[src/rtl/time_counter_prog_if.sv]
// Bus bundle for the programmable h:m:s time counter: controls, adjust pulses,
// parallel load request, display outputs and rollover strobes.
interface time_counter_prog_if;
  logic       run;
  logic       mode_24h;
  logic       HOURS;
  logic       MINS;
  logic       SECS;
  logic       load_valid;
  logic [4:0] load_hours;
  logic [5:0] load_mins;
  logic [5:0] load_secs;
  logic [4:0] HOURS_OUT;
  logic [5:0] MINUTES_OUT;
  logic [5:0] SECS_OUT;
  logic       AM_PM_OUT;
  logic       min_pulse;
  logic       hour_pulse;
  logic       day_pulse;
  logic       load_err;

  modport master (
    output run, mode_24h, HOURS, MINS, SECS,
    output load_valid, load_hours, load_mins, load_secs,
    input  HOURS_OUT, MINUTES_OUT, SECS_OUT, AM_PM_OUT,
    input  min_pulse, hour_pulse, day_pulse, load_err
  );

  modport slave (
    input  run, mode_24h, HOURS, MINS, SECS,
    input  load_valid, load_hours, load_mins, load_secs,
    output HOURS_OUT, MINUTES_OUT, SECS_OUT, AM_PM_OUT,
    output min_pulse, hour_pulse, day_pulse, load_err
  );
endinterface

[src/rtl/time_counter_prog.sv]
// Free-running h:m:s timekeeper with prescaled second tick, field adjust,
// validated parallel load, 12/24-hour display decode and rollover strobes.
module time_counter_prog #(
  parameter int CLK_DIV    = 1,
  parameter int INIT_HOURS = 0,
  parameter int INIT_MINS  = 0
) (
  input logic                 clk,
  input logic                 reset,
  time_counter_prog_if.slave  bus
);

  localparam int             PW     = (CLK_DIV > 1) ? $clog2(CLK_DIV) : 1;
  localparam logic [PW-1:0]  PC_MAX = PW'(CLK_DIV - 1);

  logic [PW-1:0] pc_q, pc_d;
  logic [4:0]    hr_q, hr_d;
  logic [5:0]    mn_q, mn_d;
  logic [5:0]    sc_q, sc_d;
  logic          minPulse_q, minPulse_d;
  logic          hourPulse_q, hourPulse_d;
  logic          dayPulse_q, dayPulse_d;
  logic          loadErr_q, loadErr_d;
  logic          tick;
  logic          loadOk;
  logic          anyAdjust;
  logic [4:0]    hoursDisp;

  assign loadOk    = (bus.load_hours <= 5'd23) && (bus.load_mins <= 6'd59) &&
                     (bus.load_secs <= 6'd59);
  assign anyAdjust = bus.HOURS | bus.MINS | bus.SECS;

  // Priority is load, then adjust, then tick; the prescaler keeps counting
  // unless a valid load or a seconds clear resets it.
  always_comb begin
    pc_d        = pc_q;
    tick        = 1'b0;
    hr_d        = hr_q;
    mn_d        = mn_q;
    sc_d        = sc_q;
    minPulse_d  = 1'b0;
    hourPulse_d = 1'b0;
    dayPulse_d  = 1'b0;
    loadErr_d   = 1'b0;

    if (bus.run) begin
      if (pc_q == PC_MAX) begin
        pc_d = '0;
        tick = 1'b1;
      end else begin
        pc_d = pc_q + 1'b1;
      end
    end

    if (bus.load_valid) begin
      if (loadOk) begin
        hr_d = bus.load_hours;
        mn_d = bus.load_mins;
        sc_d = bus.load_secs;
        pc_d = '0;
      end else begin
        loadErr_d = 1'b1;
      end
    end else if (anyAdjust) begin
      if (bus.HOURS) hr_d = (hr_q == 5'd23) ? 5'd0 : hr_q + 5'd1;
      if (bus.MINS)  mn_d = (mn_q == 6'd59) ? 6'd0 : mn_q + 6'd1;
      if (bus.SECS) begin
        sc_d = 6'd0;
        pc_d = '0;
      end
    end else if (tick) begin
      if (sc_q == 6'd59) begin
        sc_d       = 6'd0;
        minPulse_d = 1'b1;
        if (mn_q == 6'd59) begin
          mn_d        = 6'd0;
          hourPulse_d = 1'b1;
          if (hr_q == 5'd23) begin
            hr_d       = 5'd0;
            dayPulse_d = 1'b1;
          end else begin
            hr_d = hr_q + 5'd1;
          end
        end else begin
          mn_d = mn_q + 6'd1;
        end
      end else begin
        sc_d = sc_q + 6'd1;
      end
    end
  end

  always_ff @(posedge clk or posedge reset) begin
    if (reset) begin
      pc_q        <= '0;
      hr_q        <= 5'(INIT_HOURS);
      mn_q        <= 6'(INIT_MINS);
      sc_q        <= 6'd0;
      minPulse_q  <= 1'b0;
      hourPulse_q <= 1'b0;
      dayPulse_q  <= 1'b0;
      loadErr_q   <= 1'b0;
    end else begin
      pc_q        <= pc_d;
      hr_q        <= hr_d;
      mn_q        <= mn_d;
      sc_q        <= sc_d;
      minPulse_q  <= minPulse_d;
      hourPulse_q <= hourPulse_d;
      dayPulse_q  <= dayPulse_d;
      loadErr_q   <= loadErr_d;
    end
  end

  // 12-hour view maps midnight/noon hours to 12 and afternoon to 1..11.
  always_comb begin
    hoursDisp = hr_q;
    if (!bus.mode_24h) begin
      if (hr_q == 5'd0)       hoursDisp = 5'd12;
      else if (hr_q > 5'd12)  hoursDisp = hr_q - 5'd12;
    end
  end

  assign bus.HOURS_OUT   = hoursDisp;
  assign bus.MINUTES_OUT = mn_q;
  assign bus.SECS_OUT    = sc_q;
  assign bus.AM_PM_OUT   = (hr_q >= 5'd12);
  assign bus.min_pulse   = minPulse_q;
  assign bus.hour_pulse  = hourPulse_q;
  assign bus.day_pulse   = dayPulse_q;
  assign bus.load_err    = loadErr_q;

endmodule
[src/flat_wrapper.sv]
// flat-port wrapper written by rule: the top's interface ports become plain ports
module time_counter_prog_flat 
#(
  parameter int CLK_DIV    = 1,
  parameter int INIT_HOURS = 0,
  parameter int INIT_MINS  = 0
)
  (clk, reset, bus_run, bus_mode_24h, bus_HOURS, bus_MINS, bus_SECS, bus_load_valid, bus_load_hours, bus_load_mins, bus_load_secs, bus_HOURS_OUT, bus_MINUTES_OUT, bus_SECS_OUT, bus_AM_PM_OUT, bus_min_pulse, bus_hour_pulse, bus_day_pulse, bus_load_err);
  time_counter_prog_if bus_i ();
  input logic clk;
  input logic reset;
  input wire logic [$bits(bus_i.run)-1:0] bus_run;
  input wire logic [$bits(bus_i.mode_24h)-1:0] bus_mode_24h;
  input wire logic [$bits(bus_i.HOURS)-1:0] bus_HOURS;
  input wire logic [$bits(bus_i.MINS)-1:0] bus_MINS;
  input wire logic [$bits(bus_i.SECS)-1:0] bus_SECS;
  input wire logic [$bits(bus_i.load_valid)-1:0] bus_load_valid;
  input wire logic [$bits(bus_i.load_hours)-1:0] bus_load_hours;
  input wire logic [$bits(bus_i.load_mins)-1:0] bus_load_mins;
  input wire logic [$bits(bus_i.load_secs)-1:0] bus_load_secs;
  output wire logic [$bits(bus_i.HOURS_OUT)-1:0] bus_HOURS_OUT;
  output wire logic [$bits(bus_i.MINUTES_OUT)-1:0] bus_MINUTES_OUT;
  output wire logic [$bits(bus_i.SECS_OUT)-1:0] bus_SECS_OUT;
  output wire logic [$bits(bus_i.AM_PM_OUT)-1:0] bus_AM_PM_OUT;
  output wire logic [$bits(bus_i.min_pulse)-1:0] bus_min_pulse;
  output wire logic [$bits(bus_i.hour_pulse)-1:0] bus_hour_pulse;
  output wire logic [$bits(bus_i.day_pulse)-1:0] bus_day_pulse;
  output wire logic [$bits(bus_i.load_err)-1:0] bus_load_err;
  assign bus_i.run = bus_run;
  assign bus_i.mode_24h = bus_mode_24h;
  assign bus_i.HOURS = bus_HOURS;
  assign bus_i.MINS = bus_MINS;
  assign bus_i.SECS = bus_SECS;
  assign bus_i.load_valid = bus_load_valid;
  assign bus_i.load_hours = bus_load_hours;
  assign bus_i.load_mins = bus_load_mins;
  assign bus_i.load_secs = bus_load_secs;
  assign bus_HOURS_OUT = bus_i.HOURS_OUT;
  assign bus_MINUTES_OUT = bus_i.MINUTES_OUT;
  assign bus_SECS_OUT = bus_i.SECS_OUT;
  assign bus_AM_PM_OUT = bus_i.AM_PM_OUT;
  assign bus_min_pulse = bus_i.min_pulse;
  assign bus_hour_pulse = bus_i.hour_pulse;
  assign bus_day_pulse = bus_i.day_pulse;
  assign bus_load_err = bus_i.load_err;
  time_counter_prog #(.CLK_DIV(CLK_DIV), .INIT_HOURS(INIT_HOURS), .INIT_MINS(INIT_MINS)) u_core (.clk(clk), .reset(reset), .bus(bus_i));
endmodule
[config.mk]
export PLATFORM = sky130hd
export DESIGN_NAME = time_counter_prog_flat
export DESIGN_NICKNAME = d
export VERILOG_FILES = /design/src/rtl/time_counter_prog_if.sv /design/src/rtl/time_counter_prog.sv /design/src/flat_wrapper.sv
export SDC_FILE = /design/constraint.sdc
export NUM_CORES = 1
export LEC_CHECK = 0
export CORE_MARGIN = 2
export CORE_UTILIZATION = 35
export CTS_CLUSTER_DIAMETER = 100
export DETAILED_ROUTE_END_ITERATION = 16
export GPL_TIMING_DRIVEN = 1
export PLACE_DENSITY = 0.72
export SLEW_MARGIN = 20
export SYNTH_ARGS = -nofsm -noshare
export SYNTH_HDL_FRONTEND = slang
export SYNTH_SLANG_ARGS = --single-unit
[constraint.sdc]
create_clock -name clk -period 2.4 [get_ports clk]
set_clock_uncertainty 0.2 [all_clocks]
set_input_delay 0.48 -clock clk [delete_from_list [all_inputs] [get_ports clk]]
set_output_delay 0.48 -clock clk [all_outputs]
set_load 0.02 [all_outputs]
==> impl_results.md <==
- Status: finished clean
- Worst EP required: about 1700 ps
- Final Hold Vio Count: 0
- Layout cell share with drive strength beyond 1: 26.5%
- Routed Antenna Nets: 0
- First-pass GRT wire length: 7020 um
- Initial core utilization: roughly 37%
- Worst-Margin Slew: between 300 and 400 ps
- Yosys Warn Count: 0
- Area contributors post-synth: dfrtp_1, ha_1, o21ai_0, nand2_1, nor2_1
- Post-DP HPWL: 3280 um
- Chip width: ~69 um
- EDFF count, synth: 0
- Worst-skew pair later-pin latency: between 200 and 300 ps
- Maximum vdd ir drop: approximately 0.00056 V
- Register area share after synthesis: between 30 and 40%
- Via count: about 1,600
- CTS Buffer Depth: 2
- Max-cap check violation count: 0
- Antenna violations before repair: 0
- IO Port Bufs: 46
- Fill cells: about 370
- Hold-fix buffers, CTS: 0
- R2r worst-path depth: 6
- Yosys top cell area share: 36.9%
- Boundary pin count: between 40 and 50
- Max Fanout on Critical Path: 3
- Syn_nets: 200
- RSZ-0062 raised after global routing: no
- Post-synth top area cell: dfrtp_1
- Drt drc: 0
- Setup TNS: 0 ps
- Flops & latches, synth: 22
- Detailed Route WL: 4140 um
- Worst Setup Start Kind: input pin
- Commonest non-fill, non-tap cell in the layout: buf_4
- CTS root buf: clkbuf_8
- Critical path type: in -> out
- Total CTS buffers: 3
- Register area: between 500 and 600 sq um
- Cell count after synthesis: 168
- Largest net degree at the start of global routing: 23
- DP Worst Slack: -326 ps
- GP Congestion: 0.847
- CORE AREA: 4060 sq um
- Vias in the first global route: between 1,500 and 2,000
- GR Util All Layers: between 10% and 20%
- Synthesized area: between 1000 and 1500 sq um
- Die H: around 69 um
- Final worst setup slack: 42.6 ps
- Worst slew margin: around three quarters
- CP Capture Type: primary output
- Core Util, Final: slightly below 60%
- Hold crit path type: in -> async
- Clock slew at reported path FFs: 80 ps
- Unique masters post-synth: 45
- Diodes inserted: 0
- Syn_area_per_cell: 8.89 sq um
- Iter 0 DRT Violations: 55
- Asr flop ratio synth: 100%
- Post-synth top flop: dfrtp_1
- Crit path DAT: about 1700 ps
- Worst flop-to-flop path endpoint: u_core.hr_q[4]
- Final period util: between 90% and 100%
- TritonCTS clock tree: yes
- Clk sinks: 22
- Final Setup Violations: 0
- Die area: 4810 sq um
- Grt ovf: 0
- CP Launch Point: bus_mode_24h
- Final min period: between 2000 and 2500 ps
- Multi-input gate area: just over 900 sq um
- Pleak: between 1 and 1.5 nW
- Fmax: around 0.42 GHz
- Final net count: 287
- Syn-to-layout area delta: 57.7%
- Routed len/inst: roughly 14 um
- Avg Vias per Cell: approximately 5.3
- # H-tree levels: 1
- R2R Setup Slk: 140 ps
- Most frequent cells in the layout: buf_4, clkdlybuf4s50_1, dfrtp_1
- Final Max Tran Viols: 0
- Row count: 23
- Final Total Pwr: approximately 0.0015 W
- R2r startpoint: u_core.bus.SECS_OUT[0]
- Cell area power density: around 650 nW/um^2
- Detailed Routing Iterations Pass 1: 4
through the flow:
step	hold slack, ps	area [sq um]	instances
2_1_floorplan	269	1490	168
3_3_place_gp	325	2300	299
3_5_place_dp	327	2300	299
4_1_cts	347	2350	302
5_1_grt	376	2360	303
6_report	346	2360	303
per-layer routing:
metal  share of wire, %  GRT usage, %  up-vias
met5                  0             0        -
met4                1.2          6.10        0
met2                 48          29.5       48
met1                 46          23.5      761
li1                   -             -      800
met3                4.7          2.33        4
state kept, by name, summed over array words and instances, names as in the netlist:
register,flops
u_core.bus.SECS_OUT,6
u_core.bus.hour_pulse,1
u_core.bus.load_err,1
u_core.bus.day_pulse,1
u_core.bus.min_pulse,1
u_core.bus.MINUTES_OUT,6
u_core.hr_q,5
u_core.pc_q,1
kinds of logic after synthesis:
group / Yosys count / share of synthesized area [%]
xor+xnor: 2 / 1.17
buf+inv: 13 / 3.35
compound gates: 54 / 24.9
flops: 22 / 36.9
mux: 5 / 3.77
fa+ha+maj: 7 / 5.86
simple gates: 65 / 24.1
synth_stat cells, types with 2 or more instances:
master     number
a21oi_1         7
a22o_1          4
a22oi_1         5
a2bb2oi_1       2
a31oi_1         5
a32o_1          2
a32oi_1         2
and3_1          2
and4_1          3
clkbuf_1        4
dfrtp_1        22
ha_1            7
inv_1           7
mux2i_1         3
nand2_1        19
nand3_1         8
nor2_1         16
nor3_1          3
nor4_1          2
o211ai_1        2
o21ai_0        16
o31ai_1         2
o41ai_1         2
xnor2_1         2
layout make-up:
type                            instances  share of cell area [%]
Sequential cell                        22                    23.4
Multi-Input combinational cell        133                    39.0
Inverter                                7                    1.12
Tap cell                               50                    2.66
Timing Repair Buffer                   88                    32.1
Clock buffer                            3                    1.75
how the worst max path moves through the flow:
stage,end
after global routing,bus_AM_PM_OUT
after global placement,bus_HOURS_OUT[4]
final,bus_HOURS_OUT[1]
after floorplan,u_core.hr_q[4]
after detailed placement,bus_HOURS_OUT[4]
after CTS,bus_HOURS_OUT[3]
repair_timing:
item                       CTS  global route
buffers inserted             0             1
setup endpoints to repair    6             5
pin swaps                    0             1
resized for setup           21             9
worst max-delay path, cell delays in order:
cell             delay, ps
clkdlybuf4s50_1        510
nor2_1                  70
buf_4                  140
a31oi_1                150
clkdlybuf4s15_1        320
power breakdown:
group          internal (W)  switching (W)
Clock              0.000112       0.000119
Combinational      0.000402       0.000381
Sequential         0.000429      0.0000798
Total              0.000943       0.000580
Power figures use the tool's default switching activity.
